File: config.mk
export PLATFORM = sky130hd
export DESIGN_NAME = division_arbiter
export DESIGN_NICKNAME = d
export VERILOG_FILES = /design/src/rtl/division_arbiter_pkg.sv /design/src/rtl/division.sv /design/src/rtl/division_arbiter.sv
export SDC_FILE = /design/constraint.sdc
export NUM_CORES = 1
export LEC_CHECK = 0
export CAP_MARGIN = 10
export CORE_MARGIN = 4
export CORE_UTILIZATION = 29
export CTS_CLUSTER_DIAMETER = 120
export DETAILED_ROUTE_END_ITERATION = 7
export PLACE_DENSITY = 0.49
export SLEW_MARGIN = 0
export SYNTH_ARGS = -nofsm -noshare
export SYNTH_HDL_FRONTEND = slang
export SYNTH_SLANG_ARGS = --single-unit
File: constraint.sdc
create_clock -name i_clk_50m -period 3.53 [get_ports i_clk_50m]
set_input_delay 0.8825 -clock i_clk_50m [delete_from_list [all_inputs] [get_ports i_clk_50m]]
set_output_delay 0.8825 -clock i_clk_50m [all_outputs]
set_load 0.01 [all_outputs]
File: src/rtl/division_arbiter_pkg.sv
// Shared encodings and constants for the divider arbiter slice.
package division_arbiter_pkg;

    localparam logic [1:0] ST_IDLE = 2'd0;
    localparam logic [1:0] ST_LOAD = 2'd1;
    localparam logic [1:0] ST_CALC = 2'd2;
    localparam logic [1:0] ST_RESP = 2'd3;

    localparam logic [15:0] DIV_ZERO_Q  = 16'hFFFF;
    localparam logic [15:0] DEF_TIMEOUT = 16'd64;

endpackage

File: src/rtl/division.sv
// Serial restoring divider, 32/16 unsigned, quotient truncated to 16 bits.
// Latency: one load cycle plus 32 shift cycles after i_cal_sig rises.
// No backpressure: o_cal_done holds while i_cal_sig stays high; dropping i_cal_sig restarts.
module division (
    input  logic        i_clk_50m,
    input  logic        i_rst_n,
    input  logic        i_cal_sig,
    input  logic [31:0] i_dividend,
    input  logic [15:0] i_divisor,
    output logic [15:0] o_quotient,
    output logic [15:0] o_remainder,
    output logic        o_cal_done
);

    logic        r_run;
    logic [4:0]  r_cnt;
    logic [31:0] r_q;
    logic [15:0] r_r;
    logic [16:0] w_trial;
    logic [16:0] w_diff;
    logic        w_ge;

    // r_r is always below the divisor, so the shifted trial fits in 17 bits
    assign w_trial = {r_r, r_q[31]};
    assign w_diff  = w_trial - {1'b0, i_divisor};
    assign w_ge    = (w_trial >= {1'b0, i_divisor});

    always_ff @(posedge i_clk_50m or negedge i_rst_n) begin
        if (!i_rst_n) begin
            r_run      <= 1'b0;
            r_cnt      <= '0;
            r_q        <= '0;
            r_r        <= '0;
            o_cal_done <= 1'b0;
        end else if (!i_cal_sig) begin
            r_run      <= 1'b0;
            o_cal_done <= 1'b0;
        end else if (!r_run && !o_cal_done) begin
            r_q   <= i_dividend;
            r_r   <= '0;
            r_cnt <= '0;
            r_run <= 1'b1;
        end else if (r_run) begin
            r_q   <= {r_q[30:0], w_ge};
            r_r   <= w_ge ? w_diff[15:0] : w_trial[15:0];
            r_cnt <= r_cnt + 5'd1;
            if (r_cnt == 5'd31) begin
                r_run      <= 1'b0;
                o_cal_done <= 1'b1;
            end
        end
    end

    assign o_quotient  = r_q[15:0];
    assign o_remainder = r_r;

endmodule

File: src/rtl/division_arbiter.sv
// Round-robin arbiter sharing one serial divider among N_REQ clients.
// Latency: D+3 cycles per request (D = divider latency), 3 cycles for divide-by-zero.
// Clients hold i_req until their one-cycle o_ack; no other backpressure.
module division_arbiter
    import division_arbiter_pkg::*;
#(
    parameter int          N_REQ   = 4,
    parameter logic [15:0] TIMEOUT = DEF_TIMEOUT
) (
    input  logic                  i_clk_50m,
    input  logic                  i_rst_n,
    input  logic [N_REQ-1:0]      i_req,
    input  logic [32*N_REQ-1:0]   i_dividend,
    input  logic [16*N_REQ-1:0]   i_divisor,
    output logic [N_REQ-1:0]      o_ack,
    output logic [15:0]           o_quotient,
    output logic [15:0]           o_remainder,
    output logic                  o_err,
    output logic                  o_busy,
    output logic [1:0]            o_grant_id
);

    logic [1:0]       r_state;
    logic [1:0]       r_ptr;
    logic [15:0]      r_tmo;
    logic [31:0]      r_dividend;
    logic [15:0]      r_divisor;
    logic             cal_sig;
    logic             w_cal_done;
    logic [15:0]      w_div_q;
    logic [15:0]      w_div_r;
    logic [31:0]      w_sel_dividend;
    logic [15:0]      w_sel_divisor;
    logic [N_REQ-1:0] w_grant_oh;
    logic             w_tmo_hit;

    function automatic logic [1:0] rr_pick(input logic [N_REQ-1:0] req, input logic [1:0] ptr);
        logic [1:0] idx;
        logic       found;
        idx   = ptr;
        found = 1'b0;
        for (int i = 0; i < N_REQ; i++) begin
            int k;
            k = (int'(ptr) + i) % N_REQ;
            if (!found && req[k]) begin
                idx   = 2'(k);
                found = 1'b1;
            end
        end
        return idx;
    endfunction

    assign w_sel_dividend = i_dividend[32*o_grant_id +: 32];
    assign w_sel_divisor  = i_divisor[16*o_grant_id +: 16];
    assign w_grant_oh     = N_REQ'(1) << o_grant_id;
    assign w_tmo_hit      = (r_tmo == TIMEOUT - 16'd1);

    // Drop the start strobe in the completing/aborting cycle so the divider restarts cleanly
    assign cal_sig = (r_state == ST_CALC) && !w_cal_done && !w_tmo_hit;

    always_ff @(posedge i_clk_50m or negedge i_rst_n) begin
        if (!i_rst_n) begin
            r_state     <= ST_IDLE;
            r_ptr       <= '0;
            r_tmo       <= '0;
            r_dividend  <= '0;
            r_divisor   <= '0;
            o_ack       <= '0;
            o_quotient  <= '0;
            o_remainder <= '0;
            o_err       <= 1'b0;
            o_busy      <= 1'b0;
            o_grant_id  <= '0;
        end else begin
            o_ack <= '0;
            case (r_state)
                ST_IDLE: begin
                    if (|i_req) begin
                        o_grant_id <= rr_pick(i_req, r_ptr);
                        o_busy     <= 1'b1;
                        r_state    <= ST_LOAD;
                    end
                end
                ST_LOAD: begin
                    r_dividend <= w_sel_dividend;
                    r_divisor  <= w_sel_divisor;
                    r_tmo      <= '0;
                    if (w_sel_divisor == 16'd0) begin
                        o_quotient  <= DIV_ZERO_Q;
                        o_remainder <= w_sel_dividend[15:0];
                        o_err       <= 1'b1;
                        o_ack       <= w_grant_oh;
                        r_state     <= ST_RESP;
                    end else begin
                        r_state <= ST_CALC;
                    end
                end
                ST_CALC: begin
                    if (w_cal_done) begin
                        o_quotient  <= w_div_q;
                        o_remainder <= w_div_r;
                        o_err       <= 1'b0;
                        o_ack       <= w_grant_oh;
                        r_state     <= ST_RESP;
                    end else if (w_tmo_hit) begin
                        o_quotient  <= DIV_ZERO_Q;
                        o_remainder <= '0;
                        o_err       <= 1'b1;
                        o_ack       <= w_grant_oh;
                        r_state     <= ST_RESP;
                    end else begin
                        r_tmo <= r_tmo + 16'd1;
                    end
                end
                ST_RESP: begin
                    r_ptr   <= (o_grant_id == 2'(N_REQ-1)) ? 2'd0 : o_grant_id + 2'd1;
                    o_busy  <= 1'b0;
                    r_state <= ST_IDLE;
                end
                default: r_state <= ST_IDLE;
            endcase
        end
    end

    division u_div (
        .i_clk_50m   (i_clk_50m),
        .i_rst_n     (i_rst_n),
        .i_cal_sig   (cal_sig),
        .i_dividend  (r_dividend),
        .i_divisor   (r_divisor),
        .o_quotient  (w_div_q),
        .o_remainder (w_div_r),
        .o_cal_done  (w_cal_done)
    );

endmodule

==> flow_summary.json <==
{
  "fin_crit_sh": 0.8545,
  "fin_crit_ns": 3.016,
  "fmax_mhz": 331.5,
  "outcome": "finished clean",
  "synth.avg_cell_area_um2": 11.34,
  "cts_resized": 0,
  "grt_max_degree": 83,
  "grt_usage": 0.1550,
  "finalMaxSlewViolations": 0,
  "coreArea_um2": 30830,
  "die_x_um": 185.3,
  "ant_nets": 0,
  "synthSimpleGateAreaFrac": 0.1029,
  "clock_skew_ns": 0.01556,
  "num_rows": 64,
  "cts_buffers": 17,
  "htreeDepth": 4,
  "cts-root-buf": "clkbuf_16",
  "synth-compound-area-share": 0.1270,
  "drt-initial-drc-count": 336,
  "setup_viol": 0,
  "synth_cells": 804,
  "dp_hpwl_um": 19850,
  "synth-main-ff-cell": "dfrtp_1",
  "grt_pass1_wl_um": 41700,
  "required_ns": 3.84,
  "io_buffers": 237,
  "cpPeakStageDelay_ns": 0.54,
  "hold_viol_final": 0,
  "drive_above_1_share": 0.1456,
  "syn_nets": 1030,
  "place.gp.congestion": 0.8007,
  "place_area_um2": 11920,
  "post_cts_buffers": 0,
  "insertion_delay_ns": 0.43,
  "min_path_type": "in -> async",
  "multiInputGateArea_um2": 4684,
  "mostFrequentLayoutCells": "236 x clkdlybuf4s50_1, 161 x dfrtp_1, 98 x nand2_1",
  "wl_per_cell_um": 18.38,
  "relSlewSlack": 0.3341,
  "ir_drop_uv": 382.2,
  "ys_warn_count": 0,
  "muxShareOfSynthArea": 0.2242,
  "crit_path_start_kind": "primary input",
  "worst_ep_arrival_time_ns": 3.32,
  "start_util": 0.2958,
  "nFillCells": 2939,
  "fin_cells": 1440,
  "synth_area_um2": 9120,
  "synth_edf_count": 0,
  "clkSlewWorstSetupHoldPaths_ns": 0.07,
  "clock_path_buffers": 2,
  "tns_ns": 0,
  "final_area_um2": 12500,
  "path_max_fanout": 28,
  "synth_xor_xnor_area_share": 0.01921,
  "final_common_cell": "clkdlybuf4s50_1",
  "final_nets": 1257,
  "p_leak_nw": 5.235,
  "power.total_w": 0.009122,
  "async_flop_share": 1.000,
  "ys_ff_latch": 163,
  "dp_cells": 1408,
  "cts_hold_buffers": 0,
  "rsz0062_at_grt": "false",
  "power.density_nw_per_um2": 730.0,
  "cp_slowest_cell": "mux4_1",
  "critical_path.top_delay_family": "multiplexers",
  "seq_area_um2": 4084,
  "synth_adder_area_share": 0.03924,
  "dieArea_um2": 34350,
  "die_h_um": 185.3,
  "viasPerCell": 4.944,
  "ios": 238,
  "drtPass1Iterations": 4,
  "cts_sinks": 163,
  "grt_pass1_vias": 7380,
  "ys_seq_area_frac": 0.4472,
  "drc_errors": 0,
  "crit_type": "in -> reg",
  "path_cells": "clkdlybuf4s50_1, mux4_1, nor4_1, and4_4, o21a_1, buf_12, mux2_2",
  "yosys.cell_types.count": 59,
  "worst_pin_slew_ns": 0.9951,
  "cts_tree": "done",
  "synth_top_family_by_area": "multiplexers",
  "path_buf_inv": 2,
  "via_count": 7119,
  "area_growth_syn_to_layout_pct": 37.01,
  "overflow": 0,
  "fin_util": 0.4053,
  "endpoint_kind": "flop",
  "antennaDiodeCount": 0,
  "wirelength_um": 26470,
  "antenna_found_initial": 0,
  "maxCapViolCount": 0
}
==> flip-flops by register name (all words and copies together), names as in the netlist <==
register           cells
r_tmo                 16
o_busy                 1
o_quotient            16
r_divisor             16
u_div.o_cal_done       1
u_div.r_q             32
o_grant_id             2
u_div.r_cnt            5
o_err                  1
o_ack                  4
r_state                2
o_remainder           16
u_div.o_remainder     16
r_ptr                  2
r_dividend            32
u_div.r_run            1
==> cell type report <==
cell class / count / share of cell area
tap: 396 / 0.03965
timing repair buffer: 255 / 0.2028
multi-input combinational: 562 / 0.3749
clock buffer: 18 / 0.03434
clock inverter: 14 / 0.01192
inverter: 32 / 0.009613
sequential: 163 / 0.3268
==> worst paths after layout <==
| check | start | endpoint | slack (ns) | cells after the start |
|---|---|---|---|---|
| worst max-delay path | i_divisor[23] | o_remainder[15] | 0.51 | 7 |
| worst min-delay path | i_rst_n | r_divisor[6] | 0.43 | 1 |
| worst max register to register | u_div.o_remainder[7] | u_div.o_remainder[3] | 0.52 | 9 |
| worst min register to register | u_div.r_q[17] | u_div.r_q[17] | 0.48 | 2 |
| max in group asynchronous | i_rst_n | u_div.r_q[29] | 2.32 | 2 |
| min in group i_clk_50m | u_div.r_q[17] | u_div.r_q[17] | 0.48 | 2 |
==> kinds of logic after synthesis <==
group	Yosys count
fa+ha+maj	28
buf+inv	79
compound gates	176
simple gates	203
mux	135
xor+xnor	20
flops	163
==> worst reg2reg max path: cells and delay by family, from the launching register on <==
kind            cells  cell delay, ns
compound gates      4            1.21
fa+ha+maj           1            0.37
buf+inv             1            0.27
flops               1            0.45
simple gates        3            0.60
==> per-layer routing <==
metal | vias up | part of all wire | track usage
met5 | - | 0 | 0
met1 | 3492 | 0.45 | 0.2083
met2 | 164 | 0.49 | 0.2592
met4 | 0 | 0.014 | 0.03523
met3 | 20 | 0.045 | 0.03123
li1 | 3443 | - | -
==> per-stage QoR <==
stage | setup slack [ns] | hold slack, ns
2_1_floorplan | 0.8091 | 0.4453
3_3_place_gp | 0.05742 | 0.4578
3_5_place_dp | 0.04426 | 0.4708
4_1_cts | 0.4911 | 0.4656
5_1_grt | 0.2585 | 0.4900
6_report | 0.5135 | 0.4313
==> cells in the mapped netlist, drive strengths merged (19+ instances only) <==
cell | n | area [um2]
dfrtp | 163 | 4079
nand2 | 98 | 367.9
o21ai | 75 | 379.1
mux2 | 51 | 611.8
mux4 | 47 | 1062
mux2i | 37 | 370.4
inv | 31 | 116.4
ha | 27 | 337.8
nor2 | 27 | 101.4
clkbuf | 26 | 97.59
buf | 21 | 148.9
nand3 | 21 | 105.1
a21oi | 19 | 95.09
==> where the power goes <==
part / leakage [nW] / switching [W] / internal (W)
Combinational: 2.96 / 0.00213 / 0.00213
Sequential: 1.99 / 0.000501 / 0.00252
Clock: 0.282 / 0.000883 / 0.000950
Total: 5.23 / 0.00352 / 0.00561
Note: power is estimated with default switching activity, not from simulation.
